[src/rtl/softreg_axil_bridge.sv]
// Purpose : soft-register request stream -> AXI4-Lite master for an HLS s_axi_control port.
// Latency : request in cycle N drives AW/W or AR valid in cycle N+2; read data returns 1 cycle after R handshake.
// Backpress: none upstream; requests arriving at a full request FIFO are dropped and counted.
// Ports   : sr_req_* in / sr_resp_* out (softreg side); aw/w/b/ar/r (AXI-Lite master side);
//           err_clear in; ovf_sticky, resp_err_sticky, drop_count, busy status out.
module softreg_axil_bridge #(
    parameter int ADDR_W    = 32,
    parameter int DATA_W    = 64,
    parameter int LOG_DEPTH = 2
) (
    input  logic                clk,
    input  logic                rst_n,
    input  logic                sr_req_valid,
    input  logic                sr_req_is_write,
    input  logic [31:0]         sr_req_addr,
    input  logic [DATA_W-1:0]   sr_req_data,
    output logic                sr_resp_valid,
    output logic [DATA_W-1:0]   sr_resp_data,
    output logic                awvalid,
    input  logic                awready,
    output logic [ADDR_W-1:0]   awaddr,
    output logic                wvalid,
    input  logic                wready,
    output logic [DATA_W-1:0]   wdata,
    output logic [DATA_W/8-1:0] wstrb,
    input  logic                bvalid,
    output logic                bready,
    input  logic [1:0]          bresp,
    output logic                arvalid,
    input  logic                arready,
    output logic [ADDR_W-1:0]   araddr,
    input  logic                rvalid,
    output logic                rready,
    input  logic [DATA_W-1:0]   rdata,
    input  logic [1:0]          rresp,
    input  logic                err_clear,
    output logic                ovf_sticky,
    output logic                resp_err_sticky,
    output logic [15:0]         drop_count,
    output logic                busy
);

    localparam int DEPTH = 1 << LOG_DEPTH;

    typedef enum logic [2:0] {IDLE, WR, WR_RESP, RD_ADDR, RD_DATA} state_t;
    state_t state, state_nxt;

    // ---------------- request FIFO ----------------
    logic                 fifo_is_wr [DEPTH];
    logic [ADDR_W-1:0]    fifo_addr  [DEPTH];
    logic [DATA_W-1:0]    fifo_data  [DEPTH];
    logic [LOG_DEPTH-1:0] wr_ptr, rd_ptr;
    logic [LOG_DEPTH:0]   fifo_cnt;
    logic                 fifo_full, fifo_empty, push, pop, drop;

    assign fifo_full  = (fifo_cnt == DEPTH[LOG_DEPTH:0]);
    assign fifo_empty = (fifo_cnt == '0);
    // Acceptance looks only at start-of-cycle occupancy, so a same-cycle pop never rescues a request.
    assign push = sr_req_valid && !fifo_full;
    assign drop = sr_req_valid && fifo_full;
    assign pop  = (state == IDLE) && !fifo_empty;

    always_ff @(posedge clk) begin
        if (push) begin
            fifo_is_wr[wr_ptr] <= sr_req_is_write;
            fifo_addr[wr_ptr]  <= sr_req_addr[ADDR_W-1:0];
            fifo_data[wr_ptr]  <= sr_req_data;
        end
    end

    always_ff @(posedge clk or negedge rst_n) begin
        if (!rst_n) begin
            wr_ptr   <= '0;
            rd_ptr   <= '0;
            fifo_cnt <= '0;
        end else begin
            if (push) wr_ptr <= wr_ptr + 1'b1;
            if (pop)  rd_ptr <= rd_ptr + 1'b1;
            case ({push, pop})
                2'b10:   fifo_cnt <= fifo_cnt + 1'b1;
                2'b01:   fifo_cnt <= fifo_cnt - 1'b1;
                default: fifo_cnt <= fifo_cnt;
            endcase
        end
    end

    // ---------------- transaction FSM ----------------
    always_ff @(posedge clk or negedge rst_n) begin
        if (!rst_n) state <= IDLE;
        else        state <= state_nxt;
    end

    always_comb begin
        state_nxt = state;
        case (state)
            IDLE:    if (!fifo_empty) state_nxt = fifo_is_wr[rd_ptr] ? WR : RD_ADDR;
            // A channel counts as done if already retired or handshaking now.
            WR:      if ((!awvalid || awready) && (!wvalid || wready)) state_nxt = WR_RESP;
            WR_RESP: if (bvalid)  state_nxt = IDLE;
            RD_ADDR: if (arready) state_nxt = RD_DATA;
            RD_DATA: if (rvalid)  state_nxt = IDLE;
            default: state_nxt = IDLE;
        endcase
    end

    assign bready = (state == WR_RESP);
    assign rready = (state == RD_DATA);
    assign wstrb  = '1;
    assign busy   = (state != IDLE) || !fifo_empty;

    // Registered AXI valids/payloads; payload only loads when leaving IDLE, so it is stable under valid.
    always_ff @(posedge clk or negedge rst_n) begin
        if (!rst_n) begin
            awvalid       <= 1'b0;
            wvalid        <= 1'b0;
            arvalid       <= 1'b0;
            awaddr        <= '0;
            wdata         <= '0;
            araddr        <= '0;
            sr_resp_valid <= 1'b0;
            sr_resp_data  <= '0;
        end else begin
            sr_resp_valid <= 1'b0;
            if (pop) begin
                if (fifo_is_wr[rd_ptr]) begin
                    awvalid <= 1'b1;
                    wvalid  <= 1'b1;
                    awaddr  <= fifo_addr[rd_ptr];
                    wdata   <= fifo_data[rd_ptr];
                end else begin
                    arvalid <= 1'b1;
                    araddr  <= fifo_addr[rd_ptr];
                end
            end
            if (awvalid && awready) awvalid <= 1'b0;
            if (wvalid && wready)   wvalid  <= 1'b0;
            if (arvalid && arready) arvalid <= 1'b0;
            if (rready && rvalid) begin
                sr_resp_valid <= 1'b1;
                sr_resp_data  <= rdata;
            end
        end
    end

    // ---------------- error / overflow status ----------------
    logic err_event;
    assign err_event = (bready && bvalid && (bresp != 2'b00)) ||
                       (rready && rvalid && (rresp != 2'b00));

    // A new event in the same cycle as err_clear wins over the clear.
    always_ff @(posedge clk or negedge rst_n) begin
        if (!rst_n) begin
            ovf_sticky      <= 1'b0;
            resp_err_sticky <= 1'b0;
            drop_count      <= '0;
        end else begin
            if (drop) begin
                ovf_sticky <= 1'b1;
                if (err_clear)                  drop_count <= 16'd1;
                else if (drop_count != 16'hFFFF) drop_count <= drop_count + 16'd1;
            end else if (err_clear) begin
                ovf_sticky <= 1'b0;
                drop_count <= '0;
            end
            if (err_event)      resp_err_sticky <= 1'b1;
            else if (err_clear) resp_err_sticky <= 1'b0;
        end
    end

endmodule

[config.mk]
export PLATFORM = sky130hd
export DESIGN_NAME = softreg_axil_bridge
export DESIGN_NICKNAME = d
export VERILOG_FILES = /design/src/rtl/softreg_axil_bridge.sv
export SDC_FILE = /design/constraint.sdc
export NUM_CORES = 1
export LEC_CHECK = 0
export ABC_AREA = 1
export BUFFER_PORTS_ARGS = -buffer_cell sky130_fd_sc_hd__buf_2
export CAP_MARGIN = 0
export CELL_PAD_IN_SITES_DETAIL_PLACEMENT = 0
export CELL_PAD_IN_SITES_GLOBAL_PLACEMENT = 1
export CORE_ASPECT_RATIO = 1.4
export CORE_UTILIZATION = 48
export CTS_BUF_LIST = sky130_fd_sc_hd__clkbuf_16
export CTS_CLUSTER_SIZE = 8
export DETAILED_ROUTE_END_ITERATION = 10
export PLACE_DENSITY = 0.94
export SLEW_MARGIN = 20
export SYNTH_ARGS = -nofsm -noshare
export SYNTH_HDL_FRONTEND = slang
export SYNTH_SLANG_ARGS = --single-unit
[constraint.sdc]
create_clock -name clk -period 9.1 [get_ports clk]
set_input_delay 0.455 -clock clk [delete_from_list [all_inputs] [get_ports clk]]
set_output_delay 0.455 -clock clk [all_outputs]
set_load 0.02 [all_outputs]
==> impl_metrics.ini <==
[min_path]
hp-class = input pin to flop

[timing]
rsz0062_at_grt = no
finalCritPeriodShare_pct = 47.22
tns_ns = 0
slew_viol_final = 0
worst_slew_pin_slew_ns = 1.084
clock_skew_ns = 0.02923
fmax_mhz = 232.7
min_period_ns = 4.297
finalHoldViolCount = 0
relSlewSlack_pct = 27.71
setup_violations = 0

[clock_network]
cts_setup_buffers = 0
clk_path_buf_depth = 3
clock-sinks = 612
cts.clk_slew.worst_paths_ns = 0.06
cts_resized = 0
cts_tree = built
clock_latency_ns = 0.63
root_buffer = clkbuf_16
cts_buffers = 86
h-tree-depth = 3

[grt]
grt_pass1_vias = 16775
grt_max_degree = 102
use_met2_pct = 42.91
antenna_found_initial = 17
grt_pass1_wl_microns = 92670
grt_usage_pct = 24.41
busiest_layer = met2
met1_usage_pct = 28.35
met3_usage_pct = 5.553
gr-total-overflow = 0

[yosys]
yosys_warnings = 0
synth-seq-cells = 612
ys_seq_area_share_pct = 73.49
yosysTopAreaCell = edfxtp_1
synth.avg_cell_area_sq_um = 11.93
netlist-cell-type-count = 36
synthCells = 1969
yosys-top-cells-area = edfxtp_1 50%, dfrtp_1 24%, nand2_1 7.0%
syn_area_sq_mm = 0.02348
yosysTopAreaCellShare_pct = 49.62

[detailed_routing]
wire_per_inst_microns = 19.69
via_per_inst = 5.373
drc = 0
vias = 16485
ant_nets = 0
drt_first_pass_iters = 5
drt_iter0_drc = 946
wl_microns = 60420

[floorplanning]
start_util_pct = 48.78
core_sq_mm = 0.04814
rows = 95
die_y_microns = 263.7
die_area_sq_mm = 0.04982
ios = 399
die_w_microns = 188.9

[setup_path]
crit_fanout = 97
start_kind = flop
worstPathRequired_ns = 9.60
endpoint_kind = flop
critical_path_class = flop to flop
worstPathArrival_ns = 4.80

[power_and_ir_drop]
power.density_mw_per_mm2 = 371.8
ir_drop_mv = 0.2851
leakagePower_nw = 12.22
total_power_mw = 10.62

[status]
status = completed

[placed_design]
place_area_sq_mm = 0.02585
dp.cells = 2893
port_buffers = 390
dpl.hpwl_microns = 36070
place.gp.congestion = 0.8808

[flow_run]
maxCapViolations = 0

[cells_and_area]
fin_area_sq_mm = 0.02855
utilization_pct = 59.32
nNetsFinal = 2540
stdcell_count = 3068
drive_gt1_share_pct = 21.81
syn2layout_area_growth_pct = 21.60
Yosys cell counts, drive strengths merged:
library cell / n
nand4: 10
nor3: 5
nand2: 442
a21oi: 35
xor2: 4
conb: 1
nor2: 256
o21ai: 306
o211ai: 2
inv: 47
nand3: 15
o22a: 32
clkbuf: 66
or2: 2
o21bai: 1
dfrtp: 224
o22ai: 64
clkinv: 1
xnor2: 3
ha: 6
edfxtp: 388
a21o: 1
fa: 1
buf: 57
through the flow:
step,hold slack (ns),setup slack [ns]
after floorplan,0.1594,3.770
after global placement,0.4563,4.312
after detailed placement,0.4606,4.243
after CTS,0.0002582,4.156
after global routing,0.02215,4.605
final,0.03430,4.803
final cells by class:
type	count	area (sq um)
Timing Repair Buffer	418	2257
Clock buffer	88	2202
Fill cell	3896	19590
Inverter	48	186.4
Sequential cell	612	17260
Antenna cell	13	32.53
Multi-Input combinational cell	1193	5482
Tap cell	630	788.3
Clock inverter	66	342.8
path summary, 6_finish.rpt:
| path | cells past startpoint | slack (ns) | from | endpoint |
|---|---|---|---|---|
| setup reg to reg | 9 | 4.80 | rd_ptr[0] | araddr[9] |
| hold reg to reg | 2 | 0.47 | sr_resp_data[25] | sr_resp_data[25] |
| max in group asynchronous | 3 | 7.19 | rst_n | wdata[55] |
| min in group asynchronous | 2 | 0.42 | rst_n | awaddr[21] |
| hold / removal | 3 | 0.03 | rdata[8] | sr_resp_data[8] |
| setup / recovery | 9 | 4.80 | rd_ptr[0] | araddr[9] |
kinds of logic (layout without fill, tap and decap cells):
| logic type | Yosys count | count (layout) | share of synthesized area, % |
|---|---|---|---|
| AO/OA/AOI/OAI | 441 | 441 | 10.33 |
| XOR/XNOR | 7 | 7 | 0.2611 |
| adder cells (fa/ha/maj) | 7 | 7 | 0.4049 |
| buffers and inverters | 171 | 620 | 3.431 |
| flip-flops | 612 | 612 | 73.49 |
| other | 1 | 21 | 0.01597 |
| AND/OR/NAND/NOR | 730 | 730 | 12.07 |
sequential cells by signal (all words and copies together) (netlist names), 2 cells and up:
signal / flops
araddr: 32
awaddr: 32
drop_count: 16
fifo_addr: 128
fifo_cnt: 3
fifo_data: 256
fifo_is_wr: 4
rd_ptr: 2
sr_resp_data: 64
state: 3
wdata: 64
wr_ptr: 2
cells in the final DEF, fill, tap and decap left out, types with 5 or more instances in the layout:
cell	count
nand2_1	439
buf_2	389
edfxtp_1	388
o21ai_0	289
nor2_1	249
dfrtp_1	222
inv_1	103
clkbuf_16	88
o22ai_1	64
a21oi_1	33
o22a_1	32
buf_4	19
o21ai_1	17
nand3_1	15
diode_2	13
nand4_1	9
conb_1	8
ha_1	6
nor2_4	5
dlygate4sd3_1	5
routing by layer:
layer  share of wire, %  routed length (microns)
met1                 38                    22980
met5              0.091                       55
met4                2.8                     1689
met3                7.6                     4608
met2                 51                    31090
report_power, final:
part	internal, mW	switching (mW)
Combinational	1.03	2.45
Clock	1.76	1.16
Sequential	3.80	0.423
Total	6.59	4.03
worst max-delay path, stage by stage, from the launching register on:
cell     delay [ns]
dfrtp_4        1.07
buf_4          0.49
inv_6          0.28
nand2_1        0.16
nand3_1        0.09
nand2_2        0.14
buf_4          0.63
nand2_2        0.43
buf_4          0.41
o21ai_0        0.33
what timing repair did:
action	CTS	global route
endpoints found under the setup margin	0	0
endpoints found under the hold margin	89	0
hold buffers	5	0
Power figures use the tool's default switching activity.
